`src/rtl/csr_regfile.sv`:
```
// CSR register file beside the writeback stage: combinational reads, masked writes, exception/ertn, timer, interrupts.
// Build option STABLE_COUNTER_EN adds a 64-bit free-running counter on stable_cnt (tied to zero otherwise).
module csr_regfile #(
    parameter logic [31:0] TID_INIT = 32'h0
) (
    input  logic        clk,
    input  logic        resetn,
    input  logic        csr_re,
    input  logic [13:0] csr_num,
    output logic [31:0] csr_rvalue,
    input  logic        csr_we,
    input  logic [31:0] csr_wmask,
    input  logic [31:0] csr_wvalue,
    input  logic        wb_ex,
    input  logic [5:0]  wb_ecode,
    input  logic [8:0]  wb_esubcode,
    input  logic [31:0] wb_ex_pc,
    input  logic [31:0] wb_vaddr,
    input  logic        ertn_flush,
    input  logic [7:0]  hw_int_in,
    input  logic        ipi_int_in,
    output logic        has_int,
    output logic [63:0] stable_cnt
);
    localparam logic [13:0] A_CRMD   = 14'h00;
    localparam logic [13:0] A_PRMD   = 14'h01;
    localparam logic [13:0] A_ECFG   = 14'h04;
    localparam logic [13:0] A_ESTAT  = 14'h05;
    localparam logic [13:0] A_ERA    = 14'h06;
    localparam logic [13:0] A_BADV   = 14'h07;
    localparam logic [13:0] A_EENTRY = 14'h0C;
    localparam logic [13:0] A_SAVE0  = 14'h30;
    localparam logic [13:0] A_SAVE1  = 14'h31;
    localparam logic [13:0] A_SAVE2  = 14'h32;
    localparam logic [13:0] A_SAVE3  = 14'h33;
    localparam logic [13:0] A_TID    = 14'h40;
    localparam logic [13:0] A_TCFG   = 14'h41;
    localparam logic [13:0] A_TVAL   = 14'h42;
    localparam logic [13:0] A_TICLR  = 14'h44;
    localparam logic [5:0]  EC_ADEF  = 6'h08;
    localparam logic [5:0]  EC_ALE   = 6'h09;

    function automatic logic [31:0] mwrite(input logic [31:0] old, input logic [31:0] val,
                                           input logic [31:0] wmask, input logic [31:0] bits);
        logic [31:0] m;
        m = wmask & bits;
        return (old & ~m) | (val & m);
    endfunction

    logic [31:0] crmd_q, crmd_d, prmd_q, prmd_d, ecfg_q, ecfg_d, estat_q, estat_d;
    logic [31:0] era_q, era_d, badv_q, badv_d, eentry_q, eentry_d, tid_q, tid_d;
    logic [31:0] tcfg_q, tcfg_d, cnt_q, cnt_d;
    logic [31:0] save_q [4];
    logic [31:0] save_d [4];
    logic        tcfg_wr_s, ticlr_s, timer_fire_s;
    logic [31:0] rdata_s;

    assign timer_fire_s = tcfg_q[0] && (cnt_q == 32'h0);

    // Next-state for every register; wb_ex outranks ertn_flush, which outranks a software write.
    always_comb begin
        crmd_d = crmd_q;  prmd_d = prmd_q;  ecfg_d = ecfg_q;  estat_d = estat_q;
        era_d = era_q;    badv_d = badv_q;  eentry_d = eentry_q;  tid_d = tid_q;
        tcfg_d = tcfg_q;  save_d = save_q;
        tcfg_wr_s = 1'b0;
        ticlr_s   = 1'b0;
        if (wb_ex) begin
            prmd_d[2:0]    = crmd_q[2:0];
            crmd_d[2:0]    = 3'b000;
            era_d          = wb_ex_pc;
            estat_d[21:16] = wb_ecode;
            estat_d[30:22] = wb_esubcode;
            if (wb_ecode == EC_ADEF) begin
                badv_d = wb_ex_pc;
            end else if (wb_ecode == EC_ALE) begin
                badv_d = wb_vaddr;
            end else begin
                badv_d = badv_q;
            end
        end else if (ertn_flush) begin
            crmd_d[2:0] = prmd_q[2:0];
        end else if (csr_we) begin
            case (csr_num)
                A_CRMD:   crmd_d   = mwrite(crmd_q, csr_wvalue, csr_wmask, 32'h0000_01FF);
                A_PRMD:   prmd_d   = mwrite(prmd_q, csr_wvalue, csr_wmask, 32'h0000_0007);
                A_ECFG:   ecfg_d   = mwrite(ecfg_q, csr_wvalue, csr_wmask, 32'h0000_1BFF);
                A_ESTAT:  estat_d  = mwrite(estat_q, csr_wvalue, csr_wmask, 32'h0000_0003);
                A_ERA:    era_d    = mwrite(era_q, csr_wvalue, csr_wmask, 32'hFFFF_FFFF);
                A_BADV:   badv_d   = mwrite(badv_q, csr_wvalue, csr_wmask, 32'hFFFF_FFFF);
                A_EENTRY: eentry_d = mwrite(eentry_q, csr_wvalue, csr_wmask, 32'hFFFF_FFC0);
                A_SAVE0, A_SAVE1, A_SAVE2, A_SAVE3:
                    save_d[csr_num[1:0]] = mwrite(save_q[csr_num[1:0]], csr_wvalue, csr_wmask, 32'hFFFF_FFFF);
                A_TID:    tid_d    = mwrite(tid_q, csr_wvalue, csr_wmask, 32'hFFFF_FFFF);
                A_TCFG: begin
                    tcfg_d    = mwrite(tcfg_q, csr_wvalue, csr_wmask, 32'hFFFF_FFFF);
                    tcfg_wr_s = 1'b1;
                end
                A_TICLR:  ticlr_s  = csr_wvalue[0] & csr_wmask[0];
                default:  crmd_d   = crmd_q;
            endcase
        end else begin
            crmd_d = crmd_q;
        end

        estat_d[9:2] = hw_int_in;
        estat_d[12]  = ipi_int_in;
        // A timer expiry in the same cycle as a TICLR write keeps the interrupt pending.
        if (timer_fire_s) begin
            estat_d[11] = 1'b1;
        end else if (ticlr_s) begin
            estat_d[11] = 1'b0;
        end else begin
            estat_d[11] = estat_q[11];
        end

        if (tcfg_wr_s) begin
            cnt_d = {tcfg_d[31:2], 2'b00};
        end else if (timer_fire_s) begin
            cnt_d = tcfg_q[1] ? {tcfg_q[31:2], 2'b00} : 32'hFFFF_FFFF;
        end else if (tcfg_q[0] && (cnt_q != 32'hFFFF_FFFF)) begin
            cnt_d = cnt_q - 32'h1;
        end else begin
            cnt_d = cnt_q;
        end
    end

    // State registers.
    always_ff @(posedge clk or negedge resetn) begin
        if (!resetn) begin
            crmd_q <= 32'h0000_0008;  prmd_q <= 32'h0;  ecfg_q <= 32'h0;  estat_q <= 32'h0;
            era_q <= 32'h0;  badv_q <= 32'h0;  eentry_q <= 32'h0;  tid_q <= TID_INIT;
            tcfg_q <= 32'h0;  cnt_q <= 32'hFFFF_FFFF;
            for (int i = 0; i < 4; i++) save_q[i] <= 32'h0;
        end else begin
            crmd_q <= crmd_d;  prmd_q <= prmd_d;  ecfg_q <= ecfg_d;  estat_q <= estat_d;
            era_q <= era_d;  badv_q <= badv_d;  eentry_q <= eentry_d;  tid_q <= tid_d;
            tcfg_q <= tcfg_d;  cnt_q <= cnt_d;
            save_q <= save_d;
        end
    end

    // Zero-latency read mux; unmapped addresses and TICLR read as zero.
    always_comb begin
        rdata_s = 32'h0;
        if (csr_re) begin
            case (csr_num)
                A_CRMD:   rdata_s = crmd_q;
                A_PRMD:   rdata_s = prmd_q;
                A_ECFG:   rdata_s = ecfg_q;
                A_ESTAT:  rdata_s = estat_q;
                A_ERA:    rdata_s = era_q;
                A_BADV:   rdata_s = badv_q;
                A_EENTRY: rdata_s = eentry_q;
                A_SAVE0, A_SAVE1, A_SAVE2, A_SAVE3: rdata_s = save_q[csr_num[1:0]];
                A_TID:    rdata_s = tid_q;
                A_TCFG:   rdata_s = tcfg_q;
                A_TVAL:   rdata_s = cnt_q;
                default:  rdata_s = 32'h0;
            endcase
        end else begin
            rdata_s = 32'h0;
        end
    end

    assign csr_rvalue = rdata_s;
    assign has_int    = crmd_q[2] & (|(estat_q[12:0] & ecfg_q[12:0]));

`ifdef STABLE_COUNTER_EN
    logic [63:0] stable_q;

    // Free-running counter, wraps naturally at 2^64.
    always_ff @(posedge clk or negedge resetn) begin
        if (!resetn) begin
            stable_q <= 64'h0;
        end else begin
            stable_q <= stable_q + 64'h1;
        end
    end

    assign stable_cnt = stable_q;
`else
    assign stable_cnt = 64'h0;
`endif

endmodule

```
`config.mk`:
```
export PLATFORM = sky130hd
export DESIGN_NAME = csr_regfile
export DESIGN_NICKNAME = d
export VERILOG_FILES = /design/src/rtl/csr_regfile.sv
export SDC_FILE = /design/constraint.sdc
export NUM_CORES = 1
export LEC_CHECK = 0
export CORE_MARGIN = 3
export CORE_UTILIZATION = 50
export DETAILED_ROUTE_END_ITERATION = 8
export PLACE_DENSITY_LB_ADDON = 0.12
export SYNTH_ARGS = -nofsm -noshare
export SYNTH_HDL_FRONTEND = slang
export SYNTH_SLANG_ARGS = --single-unit
```
`constraint.sdc`:
```
create_clock -name clk -period 3.6 [get_ports clk]
set_clock_uncertainty 0.05 [all_clocks]
set_input_delay 0.72 -clock clk [delete_from_list [all_inputs] [get_ports clk]]
set_output_delay 0.72 -clock clk [all_outputs]
set_load 0.03 [all_outputs]
```
---- Word level (Yosys, flattened, before mapping) ----
Index checks and enable logic that the tools add are counted.
storage, ports and cells
  flip-flop bits (word level) ............. 448
  input port bits ......................... 172
  output and inout port bits .............. 97
  logic and storage cells ................. 157
operators by class
  $add $sub $neg .......................... 1
  magnitude comparators ................... 2
  equal/unequal tests ..................... 19
  mux-type cells .......................... 48
  bitwise logic cells ..................... 38
  reduce and logical (&&, ||, !) cells .... 29
operators by type and width
  cell                   number
  $mux 32                22
  $and 32x32->32         12
  $pmux 32 s11           1
  $or 32x32->32          10
  $bwmux 128             1
  $mux 31                3
  $bmux 32 s2            1
  $demux 32 s2           1
  $not 32->32            2
  $eq 14x3->1 const B    4
  $eq 14x6->1 const B    4
  $eq 14x7->1 const B    4
  $reduce_and 4->1       9
  $and 32x13->32         1
  $and 32x2->32          1
  $and 32x3->32          1
  $and 32x9->32          1
  $logic_not 32->1       1
  $ne 32x32->1 const B   1
  $not 13->32            1
  $not 2->32             1
  $not 3->32             1
  $not 9->32             1
  $sub 32x1->32 const B  1
  22 further kinds       52

---- Depth between registers and ports, before layout ----
Gate-level depths: netlist of the first run.
  depth in word-level cells ............... 8
  depth in mapped cells ................... 10
  depth with buffers taken out ............ 8

---- Worst setup path before layout of the first run ----
OpenSTA, ideal clock, no wires.
  path type ............................... input-to-output
  from .................................... input csr_num[9]
  to ...................................... output csr_rvalue[9]
  arrival ................................. 2881 ps
  data required time ...................... 2830 ps
  slack ................................... -51 ps
  stages .................................. 7
  buffers on the path ..................... 2
  cells stage by stage .................... nor4_1 nand2_1 clkbuf_1 nor3_1 clkbuf_1 a222oi_1 a31oi_1
between the ends
  cells in the longest elaborated chain, start to end .. 4
  elaborated cells between the ends (all ways) .. 17
  classes of those cells .................. eq/ne: 13; mux: 2; reduce/logical: 2
RTL lines
  what             line  text
  from (decl)      9     input logic [13:0] csr_num,
  $eq 14x6->1      146   case (csr_num)
  $reduce_or 4->1  146
  $pmux 32 s11 *   146
  $mux 32 *        145   if (csr_re) begin
  to (decl)        10    output logic [31:0] csr_rvalue,
Every way passes the cells marked *; elsewhere a longest branch is shown, timed or not.

---- Worst setup path in the final report of the first run ----
  from .................................... input csr_num[9]
  to ...................................... output csr_rvalue[12]
The elaborated chain is that of the path after synthesis.

==> results of run 1 <==
power breakdown:
part	leakage, nW	internal, W	switching (W)	total (W)
Clock	0.683	0.00256	0.00179	0.00435
Combinational	5.83	0.000358	0.000604	0.000962
Sequential	4.86	0.00418	0.0000676	0.00425
Total	11.4	0.00709	0.00246	0.00956
Yosys cell counts, types with 6 or more instances:
| cell type | instances |
|---|---|
| inv_1 | 19 |
| mux2i_1 | 120 |
| a221oi_1 | 12 |
| a211oi_1 | 11 |
| a21oi_1 | 184 |
| buf_4 | 70 |
| o221a_1 | 8 |
| buf_1 | 27 |
| o221a_2 | 24 |
| nor2_1 | 193 |
| a31oi_1 | 33 |
| mux4_2 | 32 |
| nor4_2 | 6 |
| a222oi_1 | 25 |
| a22oi_1 | 40 |
| o21ai_1 | 10 |
| nand4_1 | 10 |
| or4_1 | 10 |
| nand2_1 | 349 |
| nand3_1 | 48 |
| clkbuf_1 | 98 |
| nor3_1 | 17 |
| o221ai_1 | 13 |
| o22ai_1 | 6 |
| o21ai_0 | 131 |
| dfrtp_1 | 332 |
| a22o_1 | 26 |
| nor4_1 | 15 |
| o2bb2ai_1 | 7 |
| buf_2 | 53 |
| or3_1 | 8 |
| xor2_1 | 12 |
| and3_1 | 6 |
| mux2_2 | 115 |
| dfstp_2 | 33 |
| nor2b_1 | 13 |
layer usage:
layer	vias up	share of wire (%)	GRT usage (%)
met4	0	2.5	8.661
met1	9235	43	51.10
met3	126	11	11.03
met5	-	0	0
met2	1009	43	50.34
li1	8179	-	-
per-stage QoR:
stage / util [%] / cell area [µm²] / hold WS [ns] / cells / total power (W)
after CTS: 63.64 / 25580 / 0.1083 / 2957 / 0.009594
after global routing: 64.05 / 25740 / 0.1238 / 2967 / 0.009839
after floorplan: - / 20840 / 0.3744 / 2241 / 0.004741
after global placement: 59.78 / 24020 / 0.4067 / 2871 / 0.005243
final: 64.05 / 25740 / 0.07323 / 2967 / 0.009559
after detailed placement: 59.78 / 24020 / 0.4199 / 2871 / 0.005249
worst max-delay path, delay by kind of cell:
| family | cells | cell delay (ns) |
|---|---|---|
| AND/OR/NAND/NOR | 3 | 0.56 |
| buffers and inverters | 5 | 1.00 |
| AO/OA/AOI/OAI | 2 | 0.46 |
area by class of cell:
| cell class | instances | area, µm² | area share [%] |
|---|---|---|---|
| Multi-Input combinational cell | 1608 | 10520 | 40.86 |
| Sequential cell | 365 | 9175 | 35.64 |
| Timing Repair Buffer | 371 | 3926 | 15.25 |
| Clock buffer | 65 | 1259 | 4.890 |
| Tap cell | 525 | 656.9 | 2.552 |
| Clock inverter | 12 | 130.1 | 0.5055 |
| Inverter | 19 | 71.32 | 0.2770 |
| Antenna cell | 2 | 5.005 | 0.01944 |
kinds of logic (layout without fill, tap and decap cells):
kind of cell | after synthesis | after routing
and+or+nand+nor | 705 | 705
xor gates and xnor gates | 16 | 16
muxes | 272 | 272
AOI/OAI and AO/OA | 548 | 548
buffers and inverters | 268 | 467
DFF | 365 | 365
adders and majority gates | 3 | 3
other | 1 | 66
repair_timing:
item,4_1_cts,5_1_grt
pin swaps,6,16
buffers inserted,7,6
endpoints found under the setup margin,32,27
gates resized for setup,21,35
gates cloned,2,5
path summary, 6_finish.rpt:
path | from | end | slack [ns] | depth (start not counted)
setup / recovery | csr_num[9] | csr_rvalue[12] | 0.09 | 10
hold / removal | resetn | save_q[68] | 0.07 | 1
setup reg to reg | cnt_q[6] | cnt_q[17] | 0.82 | 7
hold reg to reg | save_q[119] | save_q[119] | 0.43 | 2
max in group asynchronous | resetn | cnt_q[9] | 2.50 | 2
min in group clk | save_q[119] | save_q[119] | 0.43 | 2
==> run_results.csv, run 1 <==
group,metric,value,unit
yosys,synthMuxAreaShare,15.90,%
sta,rsz0062_at_grt,"false",
cells_and_area,nNetsFinal,2582,
yosys,yosysTopAreaCell,"dfrtp_1",
pwr,power_leakage,11.37,nW
sta,fin_crit,3.514,ns
yosys,synth_top_area_share,40.37,%
pwr,ir_worst_vdd,348.3,µV
worst_setup_path,end_kind,"output port",
floorplanning,die_area,43630,µm²
worst_setup_path,startpoint_type,"primary input",
yosys,synth_cells,2178,
sta,setup_viol,0,
sta,finalSetupTns,0,ns
placement,dp_hpwl,57280,µm
yosys,synth_seq_cells,365,
clock_network,cts_buffer_depth,3,
routing,postRouteWirelength,79050,µm
yosys,synth_top_family_by_area,"compound AO/OA/AOI/OAI gates",
placement,port_buffers,204,
clock_network,cts_tree,"built",
floorplanning,die_h,208.9,µm
sta,period_share,97.62,%
clock_network,cts_root_buf,"clkbuf_16",
routing,post_drt_via_cell_ratio,6.252,
yosys,yosys.area_share.adder,0.1824,%
yosys,synth_warnings,0,
floorplanning,rows,73,
worst_setup_path,critPathSlowestCell,"nor4_2",
yosys,synth_compound_area_share,17.13,%
yosys,yosys.area_share.simple,14.98,%
clock_network,numCtsBuffers,42,
floorplanning,initial_utilization,51.21,%
routing,wire_per_inst,26.64,µm
routing,first_iter_violations,2186,
pwr,p_per_area,371.3,nW/µm²
routing,vias,18550,
global_routing,grt_usage,34.82,%
placement,gp_congestion,1.078,
yosys,syn_area,20580,µm²
worst_setup_path,crit_top_cell,"buf_4",
clock_network,clkSinkCount,365,
sta,slew_headroom,37.31,%
sta,maxSlewViolCount,0,
cells_and_area,syn_to_final_growth,25.09,%
cells_and_area,drive_gt1_share,21.52,%
worst_hold_path,hp-class,"primary input to asynchronous set/reset pin",
routing,route.detailed.drc,0,
yosys,yosysSeqAreaShare,44.58,%
clock_network,clk_latency,0.57,ns
yosys,synthFlopType,"dfrtp_1",
yosys,synth_edf_count,0,
job,cap_violations,0,
cells_and_area,mostFrequentLayoutCells,"nand2_1 (348), dfrtp_1 (332), nor2_1 (192), a21oi_1 (176), clkdlybuf4s50_1 (158)",
global_routing,grt_max_degree,84,
yosys,synth-xor-area-share,0.6809,%
placement,dp_worst_setup_slack,-0.3118,ns
cells_and_area,fillers,3389,
yosys,synth.distinct_cells,66,
worst_setup_path,required,2.83,ns
worst_setup_path,cpPeakStageDelay,0.30,ns
floorplanning,fp.coreArea,40190,µm²
sta,setup_slack,0.08584,ns
cells_and_area,layout_commonest_cell,"nand2_1",
worst_setup_path,path_class,"primary input to output port",
worst_setup_path,crit_fanout,12,
global_routing,grt_remaining_overflow,0,
global_routing,grt_pass1_vias,17710,
yosys,synth.area.top_cells,"dfrtp_1 (40%), nand2_1 (6.4%), mux2_2 (6.3%), mux2i_1 (5.8%), a21oi_1 (4.5%)",
sta,finalHoldViolCount,0,
clock_network,postCtsHoldBufs,0,
sta,worst_slew_pin_slew,0.9403,ns
status,status,"complete, no violations",
worst_setup_path,crit_path_cell_trace,"dlygate4sd2_1 -> nor4_2 -> buf_4 -> nand2_4 -> buf_4 -> nor3_1 -> buf_4 -> a222oi_1 -> a31oi_4 -> buf_12",
yosys,syn_area_per_cell,9.449,µm²
floorplanning,dieWidth,208.9,µm
clock_network,clk_transition_reported_paths,0.05,ns
global_routing,grt_pass1_wl,115200,µm
worst_setup_path,cp_data_arrival_time,2.74,ns
yosys,synthArstFlopShare,100.0,%
routing,ant_nets,0,
clock_network,htree_num_levels,2,
sta,fmax,0.2846,GHz
floorplanning,ioPinCount,269,
global_routing,antenna_found_initial,3,
routing,first_pass_iters,8,
No activity file was read; power rests on OpenSTA's default activity.
==> inputs of run 2 (changes only) <==
CAP_MARGIN = 20   (was not set)
==> results of run 2 <==
Same layout as run 1: the final DEF is identical, and so are final timing and power.
==> inputs of run 3 (changes only) <==
clock period = 3.71 ns   (was 3.6 ns; I/O delays follow)
==> run_results.csv, run 3 (synthesis gave the netlist of run 1 again) <==
group,metric,value,unit
job,cap_violations,0,
cells_and_area,multiInputGateArea,10440,µm²
worst_setup_path,crit_path_cell_trace,"dlygate4sd2_1 -> or4_4 -> buf_6 -> nor4_4 -> buf_4 -> buf_6 -> a222oi_1 -> a21oi_1 -> buf_12",
cells_and_area,drive_gt1_share,20.12,%
floorplanning,die_h,208.9,µm
cells_and_area,mostFrequentLayoutCells,"nand2_1 (348), dfrtp_1 (332), nor2_1 (192), a21oi_1 (183), clkdlybuf4s50_1 (160)",
global_routing,grt_pass1_vias,17960,
clock_network,numCtsBuffers,42,
routing,wire_per_inst,26.46,µm
clock_network,postCtsHoldBufs,0,
worst_setup_path,end_kind,"output port",
worst_setup_path,path_class,"primary input to output port",
worst_setup_path,crit_fanout,13,
worst_setup_path,cp_data_arrival_time,2.86,ns
worst_setup_path,rr_worst_depth,8,
pwr,power_leakage,11.26,nW
clock_network,clk_transition_reported_paths,0.06,ns
routing,dr.max_layer_used,"met4",
global_routing,antenna_found_initial,0,
worst_hold_path,hp-class,"primary input to asynchronous set/reset pin",
sta,fin_crit,3.657,ns
sta,rsz0062_at_grt,"false",
status,violations,"DRC",
routing,post_drt_via_cell_ratio,6.294,
cells_and_area,register_area,9175,µm²
routing,route.met2.wl,33790,µm
cells_and_area,layout_commonest_cell,"nand2_1",
clock_network,cts_root_buf,"clkbuf_16",
clock_network,clkSinkCount,365,
routing,first_pass_iters,9,
cells_and_area,syn_to_final_growth,24.17,%
placement,port_buffers,204,
sta,hold_ws,0.1062,ns
worst_setup_path,crit_top_cell,"buf_6",
global_routing,grt_usage,34.80,%
floorplanning,die_area,43630,µm²
worst_setup_path,required,2.92,ns
global_routing,grt_remaining_overflow,0,
routing,postRouteWirelength,77820,µm
clock_network,htree_num_levels,2,
worst_setup_path,startpoint_type,"primary input",
floorplanning,ioPinCount,269,
routing,route.detailed.drc,4,
clock_network,clk_latency,0.58,ns
sta,period_share,98.57,%
floorplanning,dieWidth,208.9,µm
placement,dp_hpwl,56040,µm
global_routing,grt_max_degree,79,
sta,fmax,0.2735,GHz
worst_setup_path,rrSetupSlack,1.07,ns
worst_setup_path,critPathSlowestCell,"or4_4",
worst_setup_path,worstReg2RegStart,"cnt_q[0]",
routing,wl_met3,8732,µm
status,status,"finished with violations",
floorplanning,rows,73,
routing,wl_met1,33560,µm
cells_and_area,nNetsFinal,2561,
routing,vias,18510,
clock_network,cts_tree,"built",
sta,maxSlewViolCount,0,
pwr,total_power,0.009404,W
cells_and_area,n_antenna_cell,0,
floorplanning,initial_utilization,51.21,%
cells_and_area,fillers,3328,
global_routing,grt_pass1_wl,116100,µm
routing,ant_nets,0,
floorplanning,fp.coreArea,40190,µm²
sta,worst_slew_pin_slew,0.9271,ns
worst_setup_path,r2r_end,"cnt_q[30]",
placement,gp_congestion,0.9919,
worst_setup_path,critPathTopFamily,"buffers and inverters",
worst_setup_path,worst-path-buf-inv,5,
worst_setup_path,cpPeakStageDelay,0.52,ns
sta,finalHoldViolCount,0,
pwr,ir_worst_vdd,535.1,µV
sta,slew_headroom,38.19,%
routing,first_iter_violations,2094,
pwr,p_per_area,368.0,nW/µm²
sta,setup_viol,0,
clock_network,cts_buffer_depth,3,
## run 3: changes by cell type in the layout (fill, tap and decap cells not counted), moves of 3 or more
cell | previous run | this run
buf_4 | 137 | 119
a21oi_1 | 176 | 183
a21oi_2 | 8 | 1
a31oi_1 | 28 | 32
buf_6 | 8 | 5
bufinv_16 | 2 | 5
clkbuf_2 | 3 | 0
## run 3: how the worst max path moves through the flow
stage	startpoint	end	depth (start not counted)
2_1_floorplan	csr_num[9]	csr_rvalue[9]	7
3_3_place_gp	csr_num[5]	csr_rvalue[25]	8
3_5_place_dp	csr_num[5]	csr_rvalue[21]	9
4_1_cts	csr_num[4]	csr_rvalue[8]	10
5_1_grt	csr_num[2]	csr_rvalue[0]	9
6_report	csr_num[5]	csr_rvalue[0]	9
## run 3: layer usage
layer | GRT usage, % | vias up
met2 | 50.56 | 1023
li1 | - | 8122
met1 | 52.31 | 9247
met3 | 9.038 | 118
met5 | 0 | -
met4 | 8.268 | 0
## run 3: area by class of cell
type | count | share of cell area [%]
Tap cell | 525 | 2.571
Inverter | 19 | 0.2791
Timing Repair Buffer | 350 | 14.83
Multi-Input combinational cell | 1608 | 40.86
Clock inverter | 12 | 0.7540
Clock buffer | 62 | 4.803
Sequential cell | 365 | 35.90
## run 3: timing repair
action,CTS,global route
endpoints found under the setup margin,32,24
cloned,3,1
buffers inserted,9,0
gates resized for setup,29,13
hold endpoints to repair,0,0
pin swaps,12,11
## run 3: worst reg2reg max path: stages (launching register included)
cell and delay [ns]:
dfstp_2 0.61, ha_1 0.17, nand4_1 0.09, or4_1 0.56, o21a_1 0.42, nand2_1 0.18
buf_4 0.22, o21ai_0 0.13, a21oi_1 0.14
## run 3: through the flow
step / cells / cell area, µm² / utilization [%] / worst slack, ns / TNS (ns)
3_5_place_dp: 2856 / 23910 / 59.48 / -0.3116 / -6.856
4_1_cts: 2942 / 25510 / 63.47 / 0.01395 / 0
5_1_grt: 2941 / 25550 / 63.59 / 0.0005767 / 0
2_1_floorplan: 2241 / 20820 / - / 0.01520 / 0
6_report: 2941 / 25550 / 63.59 / 0.05303 / 0
3_3_place_gp: 2856 / 23910 / 59.48 / -0.2458 / -5.557
## run 3: report_power, final
group	switching (W)	internal (W)
sequential	0.0000631	0.00405
clock	0.00174	0.00264
combinational	0.000576	0.000337
